### config.mk
export PLATFORM = sky130hd
export DESIGN_NAME = data_bus_arbiter
export DESIGN_NICKNAME = d
export VERILOG_FILES = /design/src/rtl/config_pkg.sv /design/src/rtl/data_bus_pkg.sv /design/src/rtl/rr_pick.sv /design/src/rtl/data_bus_arbiter.sv
export SDC_FILE = /design/constraint.sdc
export NUM_CORES = 1
export LEC_CHECK = 0
export ABC_AREA = 1
export BUFFER_PORTS_ARGS = -buffer_cell sky130_fd_sc_hd__buf_2
export CAP_MARGIN = 15
export CORE_AREA = 2 2 165 167
export DETAILED_ROUTE_END_ITERATION = 10
export DIE_AREA = 0 0 167 169
export HOLD_SLACK_MARGIN = 0.03
export PLACE_DENSITY_LB_ADDON = 0.25
export SLEW_MARGIN = 20
export SYNTH_ARGS = -nofsm -noshare
export SYNTH_HDL_FRONTEND = slang
export SYNTH_SLANG_ARGS = --single-unit
export TNS_END_PERCENT = 20
### constraint.sdc
create_clock -name clk -period 5.7 [get_ports clk]
set_clock_uncertainty 0.2 [all_clocks]
set_input_delay 0.285 -clock clk [delete_from_list [all_inputs] [get_ports clk]]
set_output_delay 0.285 -clock clk [all_outputs]
set_load 0.005 [all_outputs]
### src/rtl/config_pkg.sv
// System-level configuration shared by the bus fabric.
package config_pkg;
  localparam int NMST = 3;
endpackage

### src/rtl/data_bus_pkg.sv
// Data bus widths and the arbiter state encoding.
package data_bus_pkg;
  localparam int AW = 32;
  localparam int DW = 32;
  localparam int BW = DW / 8;

  typedef enum logic [1:0] {IDLE, HOLD, ACCESS} arb_state_e;
endpackage

### src/rtl/rr_pick.sv
// Combinational priority picker: first requester found scanning from prio upward, wrapping.
module rr_pick #(
  parameter int N  = 3,
  parameter int IW = (N > 1) ? $clog2(N) : 1
) (
  input  logic [N-1:0]  req,
  input  logic [IW-1:0] prio,
  output logic [N-1:0]  gnt,
  output logic [IW-1:0] idx,
  output logic          any
);
  int j;

  // Scan from farthest to nearest so the nearest requester to prio is the last (winning) write.
  always_comb begin
    gnt = '0;
    idx = '0;
    any = 1'b0;
    j   = 0;
    for (int k = N - 1; k >= 0; k--) begin
      j = (int'(prio) + k) % N;
      if (req[j]) begin
        gnt    = '0;
        gnt[j] = 1'b1;
        idx    = j[IW-1:0];
        any    = 1'b1;
      end
    end
  end
endmodule

### src/rtl/data_bus_arbiter.sv
// N-to-1 data bus arbiter, one outstanding transaction at a time.
module data_bus_arbiter
  import data_bus_pkg::*;
#(
  parameter  int NMST  = config_pkg::NMST,
  parameter  int RR_EN = 1,
  localparam int IW    = (NMST > 1) ? $clog2(NMST) : 1
) (
  input  logic                      clk,
  input  logic                      rst,
  input  logic [NMST-1:0]           mst_req,
  input  logic [NMST-1:0][AW-1:0]   mst_addr,
  input  logic [NMST-1:0]           mst_we,
  input  logic [NMST-1:0][BW-1:0]   mst_be,
  input  logic [NMST-1:0][DW-1:0]   mst_wdata,
  output logic [NMST-1:0]           mst_gnt,
  output logic [NMST-1:0]           mst_rvalid,
  output logic [NMST-1:0]           mst_err,
  output logic [NMST-1:0][DW-1:0]   mst_rdata,
  output logic                      out_req,
  output logic [AW-1:0]             out_addr,
  output logic                      out_we,
  output logic [BW-1:0]             out_be,
  output logic [DW-1:0]             out_wdata,
  input  logic                      out_gnt,
  input  logic                      out_rvalid,
  input  logic                      out_err,
  input  logic [DW-1:0]             out_rdata,
  output logic [IW-1:0]             owner_o,
  output logic                      busy_o
);
  arb_state_e      state_q, state_d;
  logic [IW-1:0]   owner_q, prio_q, prio_eff;
  logic [IW-1:0]   pick_idx, sel;
  logic [NMST-1:0] pick_gnt;
  logic            pick_any, sel_vld;

  // Fixed priority is round-robin pinned to index 0.
  assign prio_eff = (RR_EN != 0) ? prio_q : '0;

  rr_pick #(.N(NMST), .IW(IW)) u_pick (
    .req  (mst_req),
    .prio (prio_eff),
    .gnt  (pick_gnt),
    .idx  (pick_idx),
    .any  (pick_any)
  );

  // State register.
  always_ff @(posedge clk or negedge rst) begin
    if (!rst) state_q <= IDLE;
    else      state_q <= state_d;
  end

  // Owner latched at arbitration; priority pointer advances past the owner on completion.
  always_ff @(posedge clk or negedge rst) begin
    if (!rst) begin
      owner_q <= '0;
      prio_q  <= '0;
    end else begin
      if (state_q == IDLE && pick_any) owner_q <= pick_idx;
      if (RR_EN != 0 && state_q == ACCESS && out_rvalid)
        prio_q <= (owner_q == IW'(NMST - 1)) ? '0 : owner_q + 1'b1;
    end
  end

  // Next-state logic.
  always_comb begin
    state_d = state_q;
    case (state_q)
      IDLE:    if (pick_any) state_d = out_gnt ? ACCESS : HOLD;
      HOLD:    if (!mst_req[owner_q]) state_d = IDLE;
               else if (out_gnt)      state_d = ACCESS;
      ACCESS:  if (out_rvalid) state_d = IDLE;
      default: state_d = IDLE;
    endcase
  end

  // Request forwarding, grant and response routing.
  always_comb begin
    sel        = '0;
    sel_vld    = 1'b0;
    mst_gnt    = '0;
    mst_rvalid = '0;
    mst_err    = '0;
    mst_rdata  = '0;
    case (state_q)
      IDLE: begin
        sel     = pick_idx;
        sel_vld = pick_any;
        if (out_gnt && rst) mst_gnt = pick_gnt;
      end
      HOLD: begin
        // Locked to owner so the forwarded request cannot change before grant.
        sel     = owner_q;
        sel_vld = mst_req[owner_q];
        if (out_gnt && sel_vld) mst_gnt[owner_q] = 1'b1;
      end
      ACCESS: begin
        mst_rvalid[owner_q] = out_rvalid;
        mst_err[owner_q]    = out_err;
        mst_rdata[owner_q]  = out_rdata;
      end
      default: ;
    endcase
    if (!rst) sel_vld = 1'b0;
    out_req   = sel_vld;
    out_addr  = sel_vld ? mst_addr[sel]  : '0;
    out_we    = sel_vld ? mst_we[sel]    : 1'b0;
    out_be    = sel_vld ? mst_be[sel]    : '0;
    out_wdata = sel_vld ? mst_wdata[sel] : '0;
    owner_o   = (state_q == IDLE) ? (sel_vld ? sel : '0) : owner_q;
  end

  assign busy_o = (state_q != IDLE);
endmodule

# Word level (Yosys, flattened, before mapping)
# Index checks and enable logic that the tools add are counted.
# totals
reg_bits	6
input_bits	247
output_inout_bits	178
word_cells	98
# op_classes
n_addsub	3
n_div	3
magnitude_cmp	9
n_eq_ne	6
muxes	60
bitwise	3
reduce_logical	11
# ops
cell	count
32-bit 2-to-1 mux	5
32-bit binary-select mux with 2-bit select	2
96-bit AND	1
32-bit by 1-bit greater-or-equal comparator with 1-bit output (second input constant)	3
32-bit by 4-bit < comparator with 1-bit output (second input constant)	3
96-bit 2-to-1 mux	1
32-bit demux with 2-bit select	1
32-bit by 3-bit modulo with 32-bit output (second input constant)	2
3-bit by 3-bit modulo with 32-bit output (second input constant)	1
2-bit 2-to-1 mux	11
3-bit 2-to-1 mux	7
1-bit 2-to-1 mux	17
1-bit binary-select mux with 2-bit select	5
4-bit binary-select mux with 2-bit select	1
1-bit demux with 2-bit select	4
1-bit logical AND	8
4-bit 2-to-1 mux	2
3-bit AND	2
2-bit by 3-bit < comparator with 1-bit output (second input constant)	2
2-bit case mux with 3 select lines	1
3-bit case mux with 2 select lines	1
2-bit == test (second input constant)	2
2-bit != test (second input constant)	2
2-bit case mux with 2 select lines	1
other kinds (10)	10

# Logic depth before layout (Yosys ltp)
# depth
depth_word	12
mapped_depth	16
ltp_nobuf	14

# Hierarchy
# Synthesis repeated with hierarchy kept, for this count alone.
# unflattened
cells_unflattened	956
hier_area_um2	4197.8
# modules_own_cells
module	n_inst	cells_per_inst	area_each_um2	seq_area_each_um2
data_bus_arbiter	1	892	3868.7	150.1
rr_pick	1	64	329.1	0.0

# Worst setup path before layout
# Ideal clock, no wire load.
# synth_path
path_type	register to output
startpoint	register prio_q[0], in the netlist prio_eff[0]
endpoint	output port out_wdata[21]
arrival_time_ns	2.051
required_ns	5.215
setup_slack_ns	3.164
stages_incl_launch_ff	16
path_buffers	2
cell_sequence	dfrtp_1 inv_1 ha_1 inv_1 nand2_1 nand3_1 nand2_1 nand3_1 nand2_1 nand3_2 nand2_4 nor2_4 buf_4 buf_4 nand2_1 a21oi_2
# synth_via
elab_chain_len	12
word_cells_on_any_way	26
classes_between	2 x add/sub; 3 x div; 21 x mux
# synth_lines
element	line_no	source
start: declaration	data_bus_arbiter.sv:33	logic [IW-1:0] owner_q, prio_q, prio_eff;
start signal: assignment	data_bus_arbiter.sv:63	prio_q <= (owner_q == IW'(NMST - 1)) ? '0 : owner_q + 1'b1;
2-bit by 2-bit adder with 3-bit output	rr_pick.sv:21	j = (int'(prio) + k) % N;
32-bit by 3-bit modulo with 32-bit output	rr_pick.sv:21	
1-bit binary-select mux with 2-bit select	rr_pick.sv:22	if (req[j]) begin
1-bit 2-to-1 mux (implied by the code) (2 in series)	rr_pick.sv:22	
2-bit 2-to-1 mux (3 in series)	rr_pick.sv:22	
2-bit case mux with 2 select lines	data_bus_arbiter.sv:87	case (state_q)
32-bit binary-select mux with 2-bit select	data_bus_arbiter.sv:111	out_wdata = sel_vld ? mst_wdata[sel] : '0;
32-bit 2-to-1 mux (implied by the code)	data_bus_arbiter.sv:111	
32-bit 2-to-1 mux *	data_bus_arbiter.sv:111	
end: declaration	data_bus_arbiter.sv:24	output logic [DW-1:0] out_wdata,
# Mark *: on every way between the ends. The rest lies on a longest branch, timed or not. The select of a mux whose other input is x is not followed.

# Worst setup path in the final report
# layout_path
startpoint	register prio_q[1], in the netlist prio_eff[1]
endpoint	output port out_addr[23]
# layout_via
elab_chain_len	12
word_cells_on_any_way	26
classes_between	2 x add/sub; 3 x div; 21 x mux
# layout_lines
element	line_no	source
2-bit by 2-bit adder with 3-bit output	rr_pick.sv:21	
32-bit by 3-bit modulo with 32-bit output	rr_pick.sv:21	
1-bit binary-select mux with 2-bit select	rr_pick.sv:22	
1-bit 2-to-1 mux (implied by the code) (2 in series)	rr_pick.sv:22	
2-bit 2-to-1 mux (3 in series)	rr_pick.sv:22	
2-bit case mux with 2 select lines	data_bus_arbiter.sv:87	
32-bit binary-select mux with 2-bit select	data_bus_arbiter.sv:108	out_addr = sel_vld ? mst_addr[sel] : '0;
32-bit 2-to-1 mux (implied by the code)	data_bus_arbiter.sv:108	
32-bit 2-to-1 mux *	data_bus_arbiter.sv:108	
end: declaration	data_bus_arbiter.sv:21	output logic [AW-1:0] out_addr,
# Marks and branches as above.

==> impl_metrics.json <==
{
  "leakagePower_uw": 0.00394,
  "nFillCells": 3121,
  "gp_congestion": 0.851,
  "worstHoldPathType": "in2reg",
  "die_area_mm2": 0.0282,
  "path_cells": "inv_1 -> ha_1 -> inv_2 -> nand2_1 -> nand3_1 -> nand2_1 -> nand2_1 -> nand3_1 -> o21ai_2 -> inv_4 -> nor2_4 -> buf_4 -> nand2_1 -> a21oi_1 -> buf_2",
  "ir_worst_vdd_mv": 0.322,
  "dpl.hpwl_um": 16500,
  "row_count": 60,
  "post_cts_resized": 0,
  "status": "complete, no violations",
  "synth_cells": 780,
  "cts_root_buffer": "clkbuf_16",
  "chipWidth_um": 167,
  "slew_viol_final": 0,
  "clk_path_buf_depth": 2,
  "dp.cells": 1500,
  "whs_ps": 105,
  "syn_nets": 1031,
  "cts_tree": "built",
  "multi_input_area_mm2": 0.00255,
  "slowest_delay_ps": 690,
  "syn_area_per_cell_um2": 4.50,
  "grt_util_all_layers_pct": 13.2,
  "wirelength_um": 20400,
  "wl_per_cell_um": 13.6,
  "cp-start-kind": "register",
  "worst_pin_slew_ps": 982,
  "grt_max_degree": 71,
  "drtIter0Drc": 314,
  "finalSetupViolCount": 0,
  "fmaxAchievable_mhz": 254,
  "clk_latency_ps": 230,
  "hold_viol": 0,
  "critPathCaptureType": "output port",
  "drive_above_1_share_pct": 39.2,
  "clkSlewWorstSetupHoldPaths_ps": 30,
  "nets": 1416,
  "power_density_mw_per_mm2": 481,
  "path_buf_inv": 5,
  "synth_cell_types": 27,
  "clkSinkCount": 6,
  "slew_headroom_pct": 34.1,
  "io_pins": 425,
  "finalCriticalPeriod_ps": 3930,
  "antennaDiodeCount": 0,
  "drc": 0,
  "detail-route-antenna-nets": 0,
  "port_buffers": 424,
  "via_per_inst": 4.03,
  "crit_path_frequent_cell": "nand2_1",
  "cts.htree.levels": 1,
  "synth_area_mm2": 0.00351,
  "grt_pass1_vias": 5670,
  "syn_to_final_growth_pct": 70.8,
  "cts-buffers-inserted": 3,
  "min_period_over_period_pct": 69.0,
  "slowest_stage": "nor2_4",
  "path_class": "reg2out",
  "via_count": 6066,
  "antenna_found_initial": 2,
  "tns_ps": 0,
  "cap_violations": 0,
  "initial_utilization_pct": 13.2,
  "synth.ff_latch_count": 6,
  "seq_area_frac_synth_pct": 4.28,
  "grt-ovfl-total": 0,
  "rsz0062_at_grt": "false",
  "cp_max_fo": 34,
  "synth_warnings": 0,
  "fp.dieH_um": 169,
  "required_ps": 5220,
  "drtPass1Iterations": 4,
  "crit_arrival_ps": 3450,
  "core_mm2": 0.0265,
  "stdcell_count": 1504,
  "crit_family": "simple AND/OR/NAND/NOR gates",
  "register_area_um2": 150,
  "grt_pass1_wl_um": 30100
}
worst register-to-register path, cell delays in order, from the launching register on:
cell and delay (ps):
dfrtp_1 380, inv_1 80, ha_1 350, inv_1 130
nand2_1 80, nand3_1 70, nand2_1 100, nand3_1 100
nand2_1 80, nand3_4 80, buf_4 610, o21ai_0 200
flip-flops by register name, summed over array words and instances (netlist names):
| name | cells |
|---|---|
| owner_q | 2 |
| prio_eff | 2 |
| state_q | 2 |
repair_timing:
item,4_1_cts,5_1_grt
endpoints found under the hold margin,6,0
setup buffers,0,0
endpoints found under the setup margin,0,0
hold buffers,1,0
cell usage in the layout, fill, tap and decap left out, drive strengths merged:
master       count
dlygate4sd3      1
o21ai           16
o211ai           2
buf            433
dfrtp            6
inv            157
nand3          153
clkinv           2
clkbuf           3
o22ai            1
nor2           108
nor3             2
a21oi           71
nand4            1
o221ai           2
nand2          201
ha               4
synth_stat cells:
master | number | area [µm²]
a21oi_2 | 11 | 96.3
clkbuf_1 | 42 | 158
a21oi_1 | 60 | 300
ha_1 | 4 | 50.1
buf_4 | 3 | 22.5
clkinv_1 | 2 | 7.51
nand3_2 | 1 | 10.0
nand2_1 | 200 | 751
o221ai_2 | 1 | 15.0
o21ai_0 | 14 | 70.1
nor2_1 | 107 | 402
nand4_1 | 1 | 6.26
nand2_4 | 1 | 11.3
o211ai_1 | 2 | 15.0
o22ai_1 | 1 | 6.26
o221ai_1 | 1 | 8.76
inv_4 | 1 | 6.26
o21ai_1 | 1 | 5.00
nor3_1 | 2 | 10.0
inv_2 | 2 | 7.51
o21ai_2 | 1 | 8.76
nor2_4 | 1 | 11.3
inv_1 | 154 | 578
buf_2 | 8 | 40.0
dfrtp_1 | 6 | 150
buf_1 | 1 | 3.75
nand3_1 | 152 | 761
worst paths after layout:
kind                            slack (ps)                      end                    start  depth (start not counted)
worst min register to register         330  prio_eff[0]$_DFFE_PN0P_  prio_eff[0]$_DFFE_PN0P_                          2
min in group asynchronous              250   state_q[1]$_DFFE_PN0P_                      rst                          2
worst max-delay path                  1770             out_addr[23]  prio_eff[1]$_DFFE_PN0P_                         15
worst max register to register        3090   owner_q[0]$_DFFE_PN0N_  prio_eff[0]$_DFFE_PN0P_                         11
worst min-delay path                   100   state_q[1]$_DFFE_PN0P_               out_rvalid                          2
max in group asynchronous             4880   owner_q[0]$_DFFE_PN0N_                      rst                          2
where the power goes:
| part | internal, µW | leakage [µW] | switching [µW] |
|---|---|---|---|
| registers | 63.8 | 0.0000761 | 15.9 |
| clock network | 90.0 | 0.0000370 | 23.4 |
| logic | 883 | 0.00382 | 1810 |
| total | 1040 | 0.00394 | 1850 |
routing by layer:
layer  routed length (µm)  up-vias  part of all wire, %  track usage (%)
li1                     -     3156                    -                -
met1                 8260     2600                   41             15.7
met2                10300      288                   51             24.7
met3                 1480       18                  7.3             2.13
met4                  321        4                  1.6             2.55
met5                   24        -                 0.12                0
final cells by class:
type | count | share of cell area (%)
multi-input combinational | 561 | 42.5
timing repair buffer | 434 | 36.7
inverter | 159 | 9.99
tap | 341 | 7.11
sequential | 6 | 2.50
clock buffer | 3 | 1.25
logic make-up after synthesis:
| kind of cell | synth area share (%) |
|---|---|
| DFF | 4.28 |
| buffers and inverters | 23.4 |
| AOI/OAI and AO/OA | 15.0 |
| adders and majority gates | 1.43 |
| and+or+nand+nor | 55.9 |
stage by stage:
stage	power, µW	area, µm²	setup WS [ps]	utilization, %
floorplan	1820	3510	3160	-
CTS	2950	6000	1740	22.6
global placement	2840	5910	2120	22.3
global route	3260	6000	1410	22.6
detailed placement	2820	5910	2040	22.3
finish	2890	6000	1770	22.6
(Power assumes the default switching activity.)
